$ cat config.mk
export PLATFORM = sky130hd
export DESIGN_NAME = spi_txn_sequencer
export DESIGN_NICKNAME = d
export VERILOG_FILES = /design/src/rtl/spi_pkg.sv /design/src/rtl/spi_sync_fifo.sv /design/src/rtl/spi_txn_sequencer.sv
export SDC_FILE = /design/constraint.sdc
export NUM_CORES = 1
export LEC_CHECK = 0
export ABC_AREA = 1
export ABC_CLOCK_PERIOD_IN_PS = 2300
export CORE_AREA = 2 2 92 94
export DETAILED_ROUTE_END_ITERATION = 8
export DIE_AREA = 0 0 94 96
export GPL_ROUTABILITY_DRIVEN = 0
export PLACE_DENSITY = 0.78
export RECOVER_POWER = 100
export SLEW_MARGIN = 20
export SYNTH_ARGS = -nofsm -noshare
export SYNTH_HDL_FRONTEND = slang
export SYNTH_SLANG_ARGS = --single-unit
$ cat constraint.sdc
create_clock -name clk -period 2.3 [get_ports clk]
set_input_delay 0.46 -clock clk [delete_from_list [all_inputs] [get_ports clk]]
set_output_delay 0.46 -clock clk [all_outputs]
set_load 0.02 [all_outputs]
$ cat src/rtl/spi_pkg.sv
// Shared types and helpers for the SPI transaction sequencer.
package spi_pkg;

  localparam int unsigned DEFAULT_DATA_WIDTH = 8;

  typedef enum logic [2:0] {
    IDLE,
    LAUNCH,
    WAIT_BUSY,
    WAIT_DONE,
    STORE
  } seq_state_t;

  // Slave-id width; a single slave still gets one bit so ports never collapse.
  function automatic int unsigned calc_sid_w(input int unsigned num_cs);
    if (num_cs > 32'd1) return $clog2(num_cs);
    return 32'd1;
  endfunction

endpackage

$ cat src/rtl/spi_sync_fifo.sv
// Single-clock FIFO with extra-MSB pointers; push ignored when full, pop ignored when empty.
module spi_sync_fifo #(
  parameter  int unsigned WIDTH = 8,
  parameter  int unsigned DEPTH = 4,
  localparam int unsigned AW    = $clog2(DEPTH),
  localparam int unsigned PW    = AW + 1
) (
  input  logic             clk,
  input  logic             rst,
  input  logic             push,
  input  logic             pop,
  input  logic [WIDTH-1:0] din,
  output logic [WIDTH-1:0] dout,
  output logic             full,
  output logic             empty,
  output logic [PW-1:0]    level
);

  logic [WIDTH-1:0] r_mem [DEPTH];
  logic [PW-1:0]    r_wr_ptr;
  logic [PW-1:0]    r_rd_ptr;
  logic             w_push;
  logic             w_pop;

  assign full   = (r_wr_ptr[AW] != r_rd_ptr[AW]) && (r_wr_ptr[AW-1:0] == r_rd_ptr[AW-1:0]);
  assign empty  = (r_wr_ptr == r_rd_ptr);
  assign level  = r_wr_ptr - r_rd_ptr;
  assign w_push = push & ~full;
  assign w_pop  = pop & ~empty;
  assign dout   = r_mem[r_rd_ptr[AW-1:0]];

  always_ff @(posedge clk or posedge rst) begin
    if (rst) begin
      r_wr_ptr <= '0;
      r_rd_ptr <= '0;
    end else begin
      if (w_push) r_wr_ptr <= r_wr_ptr + PW'(1);
      if (w_pop)  r_rd_ptr <= r_rd_ptr + PW'(1);
    end
  end

  always_ff @(posedge clk) begin
    if (w_push) r_mem[r_wr_ptr[AW-1:0]] <= din;
  end

endmodule

$ cat src/rtl/spi_txn_sequencer.sv
// Queues SPI commands, launches them one at a time to the SPI master and queues tagged responses.
// Optional per-transaction watchdog enabled by defining SPI_SEQ_TIMEOUT_EN.
module spi_txn_sequencer
  import spi_pkg::*;
#(
  parameter  int unsigned DATA_WIDTH     = DEFAULT_DATA_WIDTH,
  parameter  int unsigned NUM_CS         = 1,
  parameter  int unsigned FIFO_DEPTH     = 4,
  parameter  int unsigned TIMEOUT_CYCLES = 1024,
  localparam int unsigned SID_W          = calc_sid_w(NUM_CS),
  localparam int unsigned LVL_W          = $clog2(FIFO_DEPTH) + 1
) (
  input  logic                  clk,
  input  logic                  rst,
  input  logic                  cmd_valid,
  output logic                  cmd_ready,
  input  logic [DATA_WIDTH-1:0] cmd_data,
  input  logic [SID_W-1:0]      cmd_slave,
  output logic                  rsp_valid,
  input  logic                  rsp_ready,
  output logic [DATA_WIDTH-1:0] rsp_data,
  output logic [SID_W-1:0]      rsp_slave,
  output logic                  spi_start,
  output logic [DATA_WIDTH-1:0] spi_tx_data,
  output logic [SID_W-1:0]      spi_slave_id,
  input  logic                  spi_ready,
  input  logic [DATA_WIDTH-1:0] spi_rx_data,
  output logic                  busy,
  output logic [LVL_W-1:0]      cmd_level,
  output logic [LVL_W-1:0]      rsp_level,
  output logic                  err_timeout
);

  localparam int unsigned ENT_W = DATA_WIDTH + SID_W;

  if (FIFO_DEPTH < 2 || (FIFO_DEPTH & (FIFO_DEPTH - 1)) != 0 || TIMEOUT_CYCLES < 2) begin : g_param_check
    $error("spi_txn_sequencer: FIFO_DEPTH must be a power of 2 >= 2 and TIMEOUT_CYCLES >= 2");
  end

  seq_state_t             r_state;
  seq_state_t             w_next;
  logic                   r_spi_start;
  logic                   r_busy;
  logic [DATA_WIDTH-1:0]  r_tx_data;
  logic [SID_W-1:0]       r_slave_id;
  logic                   w_cmd_full;
  logic                   w_cmd_empty;
  logic                   w_rsp_full;
  logic                   w_rsp_empty;
  logic                   w_cmd_push;
  logic                   w_cmd_pop;
  logic                   w_rsp_push;
  logic                   w_rsp_pop;
  logic                   w_tmo;
  logic [ENT_W-1:0]       w_cmd_head;
  logic [ENT_W-1:0]       w_rsp_head;

  assign w_cmd_push = cmd_valid & ~w_cmd_full;
  assign w_rsp_pop  = rsp_ready & ~w_rsp_empty;

  spi_sync_fifo #(.WIDTH(ENT_W), .DEPTH(FIFO_DEPTH)) u_cmd_fifo (
    .clk   (clk),
    .rst   (rst),
    .push  (w_cmd_push),
    .pop   (w_cmd_pop),
    .din   ({cmd_data, cmd_slave}),
    .dout  (w_cmd_head),
    .full  (w_cmd_full),
    .empty (w_cmd_empty),
    .level (cmd_level)
  );

  spi_sync_fifo #(.WIDTH(ENT_W), .DEPTH(FIFO_DEPTH)) u_rsp_fifo (
    .clk   (clk),
    .rst   (rst),
    .push  (w_rsp_push),
    .pop   (w_rsp_pop),
    .din   ({spi_rx_data, r_slave_id}),
    .dout  (w_rsp_head),
    .full  (w_rsp_full),
    .empty (w_rsp_empty),
    .level (rsp_level)
  );

  assign cmd_ready               = ~w_cmd_full;
  assign rsp_valid               = ~w_rsp_empty;
  assign {rsp_data, rsp_slave}   = w_rsp_head;
  assign spi_start               = r_spi_start;
  assign spi_tx_data             = r_tx_data;
  assign spi_slave_id            = r_slave_id;
  assign busy                    = r_busy;

  // Launch only with a free rsp slot, so the STORE push can never be refused.
  always_comb begin
    w_next     = r_state;
    w_cmd_pop  = 1'b0;
    w_rsp_push = 1'b0;
    unique case (r_state)
      IDLE: begin
        if (!w_cmd_empty && !w_rsp_full && spi_ready) begin
          w_next    = LAUNCH;
          w_cmd_pop = 1'b1;
        end
      end
      LAUNCH:    w_next = WAIT_BUSY;
      WAIT_BUSY: if (!spi_ready) w_next = WAIT_DONE;
      WAIT_DONE: if (spi_ready)  w_next = STORE;
      STORE: begin
        w_rsp_push = 1'b1;
        w_next     = IDLE;
      end
      default:   w_next = IDLE;
    endcase
    if (w_tmo) w_next = IDLE;
  end

  always_ff @(posedge clk or posedge rst) begin
    if (rst) begin
      r_state     <= IDLE;
      r_spi_start <= 1'b0;
      r_busy      <= 1'b0;
      r_tx_data   <= '0;
      r_slave_id  <= '0;
    end else begin
      r_state     <= w_next;
      r_spi_start <= (w_next == LAUNCH);
      r_busy      <= (w_next != IDLE);
      if (w_cmd_pop) {r_tx_data, r_slave_id} <= w_cmd_head;
    end
  end

`ifdef SPI_SEQ_TIMEOUT_EN
  localparam int unsigned TMO_W = $clog2(TIMEOUT_CYCLES) + 1;

  logic [TMO_W-1:0] r_tmo_cnt;
  logic             r_err_timeout;
  logic             w_in_wait;

  assign w_in_wait   = (r_state == WAIT_BUSY) || (r_state == WAIT_DONE);
  assign w_tmo       = w_in_wait && (r_tmo_cnt == TMO_W'(TIMEOUT_CYCLES - 1));
  assign err_timeout = r_err_timeout;

  // Counts wait cycles of the current transaction; cleared whenever outside the wait states.
  always_ff @(posedge clk or posedge rst) begin
    if (rst) begin
      r_tmo_cnt     <= '0;
      r_err_timeout <= 1'b0;
    end else begin
      r_err_timeout <= w_tmo;
      if (w_in_wait && !w_tmo) r_tmo_cnt <= r_tmo_cnt + TMO_W'(1);
      else                     r_tmo_cnt <= '0;
    end
  end
`else
  assign w_tmo       = 1'b0;
  assign err_timeout = 1'b0;
`endif

endmodule

Word-level counts from Yosys, hierarchy flattened
Memory sizes are Yosys's and may differ from the RTL's. A register that Yosys moved wholly into a read port is not among the register bits.
Index checks and enable logic that the tools add are counted.
Operators by class
  $add $sub $neg: 6
  multiply operators: 0
  div/mod/pow operators: 0
  $lt $le $gt $ge: 0
  equality and inequality tests: 11
  shifts and indexed selects: 0
  multiplexer cells: 11
  bitwise gates (word level): 10
  reduce and logical (&&, ||, !) cells: 8
Operators with widths (count)
  $add A3 B1 Y3 const B: 4
  $pmux W3 S4: 1
  $mux W3: 3
  $mux W1: 7
  $and A1 B1 Y1: 6
  $eq A3 B1 Y1 const B: 2
  $eq A3 B2 Y1 const B: 2
  $eq A3 B3 Y1: 2
  $sub A3 B3 Y3: 2
  $eq A2 B2 Y1: 2
  $logic_and A1 B1 Y1: 4
  $not A1 Y1: 4
  $eq A3 B3 Y1 const B: 1
  $logic_not A3 Y1: 1
  $reduce_bool A3 Y1: 1
  $logic_not A1 Y1: 2
  $ne A1 B1 Y1: 2
Word-level totals
  flip-flop bits (word level): 17
  latch bits: 0
  RAM bits: 72
  ROM bits: 0
  input port bits: 22
  output and inout bits: 29
  memories kept: 2
Memories
  u_cmd_fifo.r_mem: depth 4, width 9, read ports 1, clocked after Yosys merged registers in 1, wr ports 1, line spi_sync_fifo.sv:19  | logic [WIDTH-1:0] r_mem [DEPTH];
  u_rsp_fifo.r_mem: depth 4, width 9, read ports 1, clocked after Yosys merged registers in 0, wr ports 1, line spi_sync_fifo.sv:19

Depth between registers and ports, before layout
  depth in word-level cells: 8
  gate-level depth with buffers: 9

Modules after synthesis
A second synthesis with hierarchy kept.
Second synthesis, totals
  cell total of the unflattened synthesis: 373
  area total of the unflattened synthesis: 4305.4 um^2
Modules (own cells, without submodules)
  spi_sync_fifo: times used 2, cells each 151, area each 1824.2 um^2, sequential area each 1231.2 um^2
  spi_txn_sequencer: times used 1, cells each 71, area each 656.9 um^2, sequential area each 350.3 um^2

Least setup slack after synthesis
No wires, ideal clock.
  path kind: register -> register
  start point: reg u_cmd_fifo.r_rd_ptr[1]
  end point: mem u_cmd_fifo.r_mem[0][0] (netlist name) (enable)
  library setup time: 0.374 ns
  arrival: 1.772 ns
  path slack: 0.154 ns
  cell stages (with the launch flop): 8
  path buffers: 0
  cell sequence: dfrtp_1 inv_2 ha_1 nand2_1 inv_1 nand3_1 nand2_2 nor2_1
Between the ends
  word-level cells in the longest chain between the ends: 7
RTL lines
  start, declared: line spi_sync_fifo.sv:21  | logic [PW-1:0] r_rd_ptr;
  start signal, assigned: line spi_sync_fifo.sv:38  | if (w_pop) r_rd_ptr <= r_rd_ptr + PW'(1);
  $eq A2 B2 Y1 (*): line spi_sync_fifo.sv:25  | assign full = (r_wr_ptr[AW] != r_rd_ptr[AW]) && (r_wr_ptr[AW-1:0] == r_rd_ptr[AW-1:0]);
  $logic_and A1 B1 Y1 (*): line spi_sync_fifo.sv:25
  $not A1 Y1 (*)
  via cmd_ready: line spi_txn_sequencer.sv:16  | output logic cmd_ready,
  $and A1 B1 Y1: line spi_txn_sequencer.sv:58  | assign w_cmd_push = cmd_valid & ~w_cmd_full;
  $and A1 B1 Y1 (*): line spi_sync_fifo.sv:28  | assign w_push = push & ~full;
  $mux W1 (*): line spi_sync_fifo.sv:43  | if (w_push) r_mem[r_wr_ptr[AW-1:0]] <= din;
  $mux W1 (not written as such) (*): line spi_sync_fifo.sv:43
  end, declared: line spi_sync_fifo.sv:19
The timed path passes the listed nets; every way through them passes the cells marked *.

Worst setup path after layout
  start point: reg u_cmd_fifo.r_wr_ptr[0]
  end point: out cmd_level[1]
Between the ends
  word-level cells in the longest chain between the ends: 1
RTL lines
  start, declared: line spi_sync_fifo.sv:20  | logic [PW-1:0] r_wr_ptr;
  start signal, assigned: line spi_sync_fifo.sv:37  | if (w_push) r_wr_ptr <= r_wr_ptr + PW'(1);
  $sub A3 B3 Y3: line spi_sync_fifo.sv:27  | assign level = r_wr_ptr - r_rd_ptr;
  end, declared: line spi_txn_sequencer.sv:29  | output logic [LVL_W-1:0] cmd_level,
No other way between the ends.

==> flow_summary.toml <==
[status]
outcome = "complete, no violations"

[logic_synthesis]
ys_seq_area_share_pct = 64.2
synth-compound-area-share_pct = 4.20
syn_nets = 437
synth_largest_area_cell = "edfxtp_1"
synthSimpleGateAreaFrac_pct = 17.4
synth_cell_type_count = 30
syn_avg_cell_area_um2 = 11.0
synth_cells = 399
synth_area_leaders = "edfxtp_1 (49%), dfrtp_1 (15%), nand2_1 (7.2%)"
synth-adder-area-share_pct = 4.91
synth_warnings = 0
syn_area_mm2 = 0.00438
synth_top_family_by_area = "simple AND/OR/NAND/NOR gates"
synth.area.mux_share_pct = 0
synth_top_area_share_pct = 49.3
synth_xor_area_share_pct = 1.60
synth_seq_cells = 98

[cells_and_area]
n_fill_cell = 632
fin_cells = 582
diodes = 0
areaGrowthSynthToFinish_pct = 19.4
seq_area_mm2 = 0.00281
multi_input_area_mm2 = 0.00122
final_layout_size_suffix_gt1_share_pct = 12.2
postLayoutCoreUtil_pct = 65.0
num-nets-final = 510

[die]
die_area_mm2 = 0.00902
initial_core_util_pct = 54.4
fp.dieW_um = 94
core_mm2 = 0.00805
die_h_um = 96
num_rows = 33
ioPinCount = 51

[drt]
drt-initial-drc-count = 170
wl_um = 8470
antenna_left = 0
first_pass_iters = 7
vias_per_cell = 5.01
drc = 0
wl_per_cell_um = 14.6
num_vias = 2914

[place]
dp.cells = 563
dp_hpwl_um = 5780
port_buffers = 49

[pwr]
cellInternalPower_mw = 3.89
power_density_mw_per_mm2 = 1290
worst_ir_drop_vdd_uv = 622
leakagePower_nw = 2.34
totalPowerFinal_mw = 6.74
p_comb_share_pct = 46.7
power_frac_seq_pct = 37.1
swShare_pct = 42.3
p_sw_mw = 2.85
power.share.clock_pct = 16.2

[critical_path]
slowest_stage = "fa_1"
crit_path_end_kind = "primary output"
reg2reg_depth = 8
start_kind = "flip-flop"
critPathKind = "flip-flop to primary output"
crit_fanout = 2
cp.arrival_ns = 1.78
worstPathRequired_ns = 1.84
r2r-start = "u_rsp_fifo.r_rd_ptr[1]$_DFFE_PP0P_"
cpPeakStageDelay_ns = 0.47
worstPathCellList = "inv_1, ha_1, fa_1, inv_1, dlygate4sd2_1"
worstSetupStartpoint = "u_cmd_fifo.r_wr_ptr[0]$_DFFE_PP0P_"
critPathMostFrequentCell = "inv_1"

[global_routing]
grt_overflow = 0
grt_max_degree = 27
grt_pass1_wl_um = 13700
grt_pass1_vias = 2834
track_usage_pct = 20.0
antenna_found_initial = 0

[cts]
cts_max_path_buffers = 2
clk_pin_slew_worst_paths_ns = 0.10
h-tree-depth = 3
root_buffer = "clkbuf_8"
cts_sinks = 98
clk_latency_ns = 0.36
cts_tree = "built"
numCtsBuffers = 9

[sta]
fin_crit_sh_pct = 97.6
tightestPinTransition_ns = 1.48
relSlewSlack_pct = 1.39
rsz0062_at_grt = "no"
drv_slew = 0
min_period_ns = 2.24
clock_skew_ns = 0.0222
hold_violations = 0
finalSetupViolCount = 0
fmax_ghz = 0.446

[run]
drv_cap = 0

[min_path]
min_path_cells = 2
hold_path_class = "flip-flop to flip-flop"
hp-start = "spi_tx_data[1]$_DFFE_PP0P_"
==> cells by family after synthesis <==
family	after synthesis
other cells	1
buf+inv	78
flops	98
simple gates	166
fa+ha+maj	16
xor+xnor	8
compound gates	32
==> layout make-up <==
type | count | area share [%]
multi-input cells | 223 | 23.3
well taps | 105 | 2.51
repair buffers | 73 | 11.7
clock buffers | 9 | 2.37
clock inverters | 7 | 1.41
inverters | 67 | 4.95
flip-flops and latches | 98 | 53.8
==> final timing paths <==
path	endpoint	slack (ns)
worst max-delay path	cmd_level[1]	0.06
worst min-delay path	spi_tx_data[1]$_DFFE_PP0P_	0.49
worst max register to register	u_rsp_fifo.r_mem[0][2]$_DFFE_PP_	0.26
worst min register to register	spi_tx_data[1]$_DFFE_PP0P_	0.49
max in group asynchronous	spi_tx_data[6]$_DFFE_PP0P_	0.39
min in group asynchronous	busy$_DFF_PP0_	1.04
==> layer usage <==
metal | wire (µm) | vias up | GRT usage [%]
li1 | - | 1450 | -
met1 | 3570 | 1387 | 24.6
met2 | 4480 | 64 | 36.1
met3 | 310 | 13 | 2.66
met4 | 112 | 0 | 7.85
met5 | 0 | - | 0
==> power groups by stage <==
| stage | registers [mW] | logic (mW) | clock network [mW] |
|---|---|---|---|
| after floorplan | 2.61 | 1.99 | 0 |
| after global placement | 2.52 | 3.27 | 0 |
| after detailed placement | 2.55 | 3.39 | 0 |
| after CTS | 2.50 | 3.25 | 1.11 |
| after global routing | 2.54 | 3.49 | 1.17 |
| final | 2.50 | 3.15 | 1.09 |
==> layout by cell type (no fill, tap or decap), drive strengths merged <==
master         instances
fa                     2
nand4                  6
o22ai                  9
inv                   69
o21ai                 21
a31oi                  1
conb                   1
nand3                 35
nand2                 96
ha                    14
xnor2                  4
xor2                   4
dlygate4sd2           11
dlygate4sd3           30
a21oi                  1
edfxtp                72
nor3                   1
nor2                  28
dfrtp                 26
clkinv                 5
clkdlybuf4s50          4
clkbuf                22
buf                   15
==> repair_timing <==
item	in CTS	in global routing
hold buffers	0	0
pin swaps	0	0
gates resized for setup	21	6
endpoints found under the setup margin	15	4
cloned	0	0
setup buffers	1	2
==> stage by stage <==
stage / hold WS [ns] / TNS (ns) / instance area [µm²] / worst slack, ns
3_3_place_gp: 0.464 / 0 / 5080 / 0.108
4_1_cts: 0.465 / -0.0655 / 5270 / -0.0655
6_report: 0.491 / 0 / 5230 / 0.0555
2_1_floorplan: 0.497 / 0 / 4380 / 0.154
3_5_place_dp: 0.465 / 0 / 5080 / 0.000204
5_1_grt: 0.508 / 0 / 5230 / 0.00573
==> worst max-delay path: cells and delay by family, from the launching register on <==
family     cells  cell delay (ns)
fa+ha+maj      2             0.66
flops          1             0.37
buf+inv        3             0.40
==> synth_stat cells (all sizes together) <==
| library cell | count |
|---|---|
| o21ai | 21 |
| a21oi | 1 |
| ha | 14 |
| dfrtp | 26 |
| conb | 1 |
| nor2 | 28 |
| xnor2 | 4 |
| edfxtp | 72 |
| buf | 11 |
| nand3 | 35 |
| xor2 | 4 |
| inv | 65 |
| clkinv | 2 |
| nor3 | 1 |
| nand2 | 96 |
| nand4 | 6 |
| a31oi | 1 |
| fa | 2 |
| o22ai | 9 |
==> state kept, by name, indices dropped and copies added (netlist names), 3 cells and up <==
name and cells:
u_cmd_fifo.r_rd_ptr 3, spi_tx_data 8, u_cmd_fifo.r_wr_ptr 3, u_rsp_fifo.r_rd_ptr 3, r_state 3, u_rsp_fifo.r_mem 36, u_cmd_fifo.r_mem 36, u_rsp_fifo.r_wr_ptr 3
No activity file was read; power rests on OpenSTA's default activity.
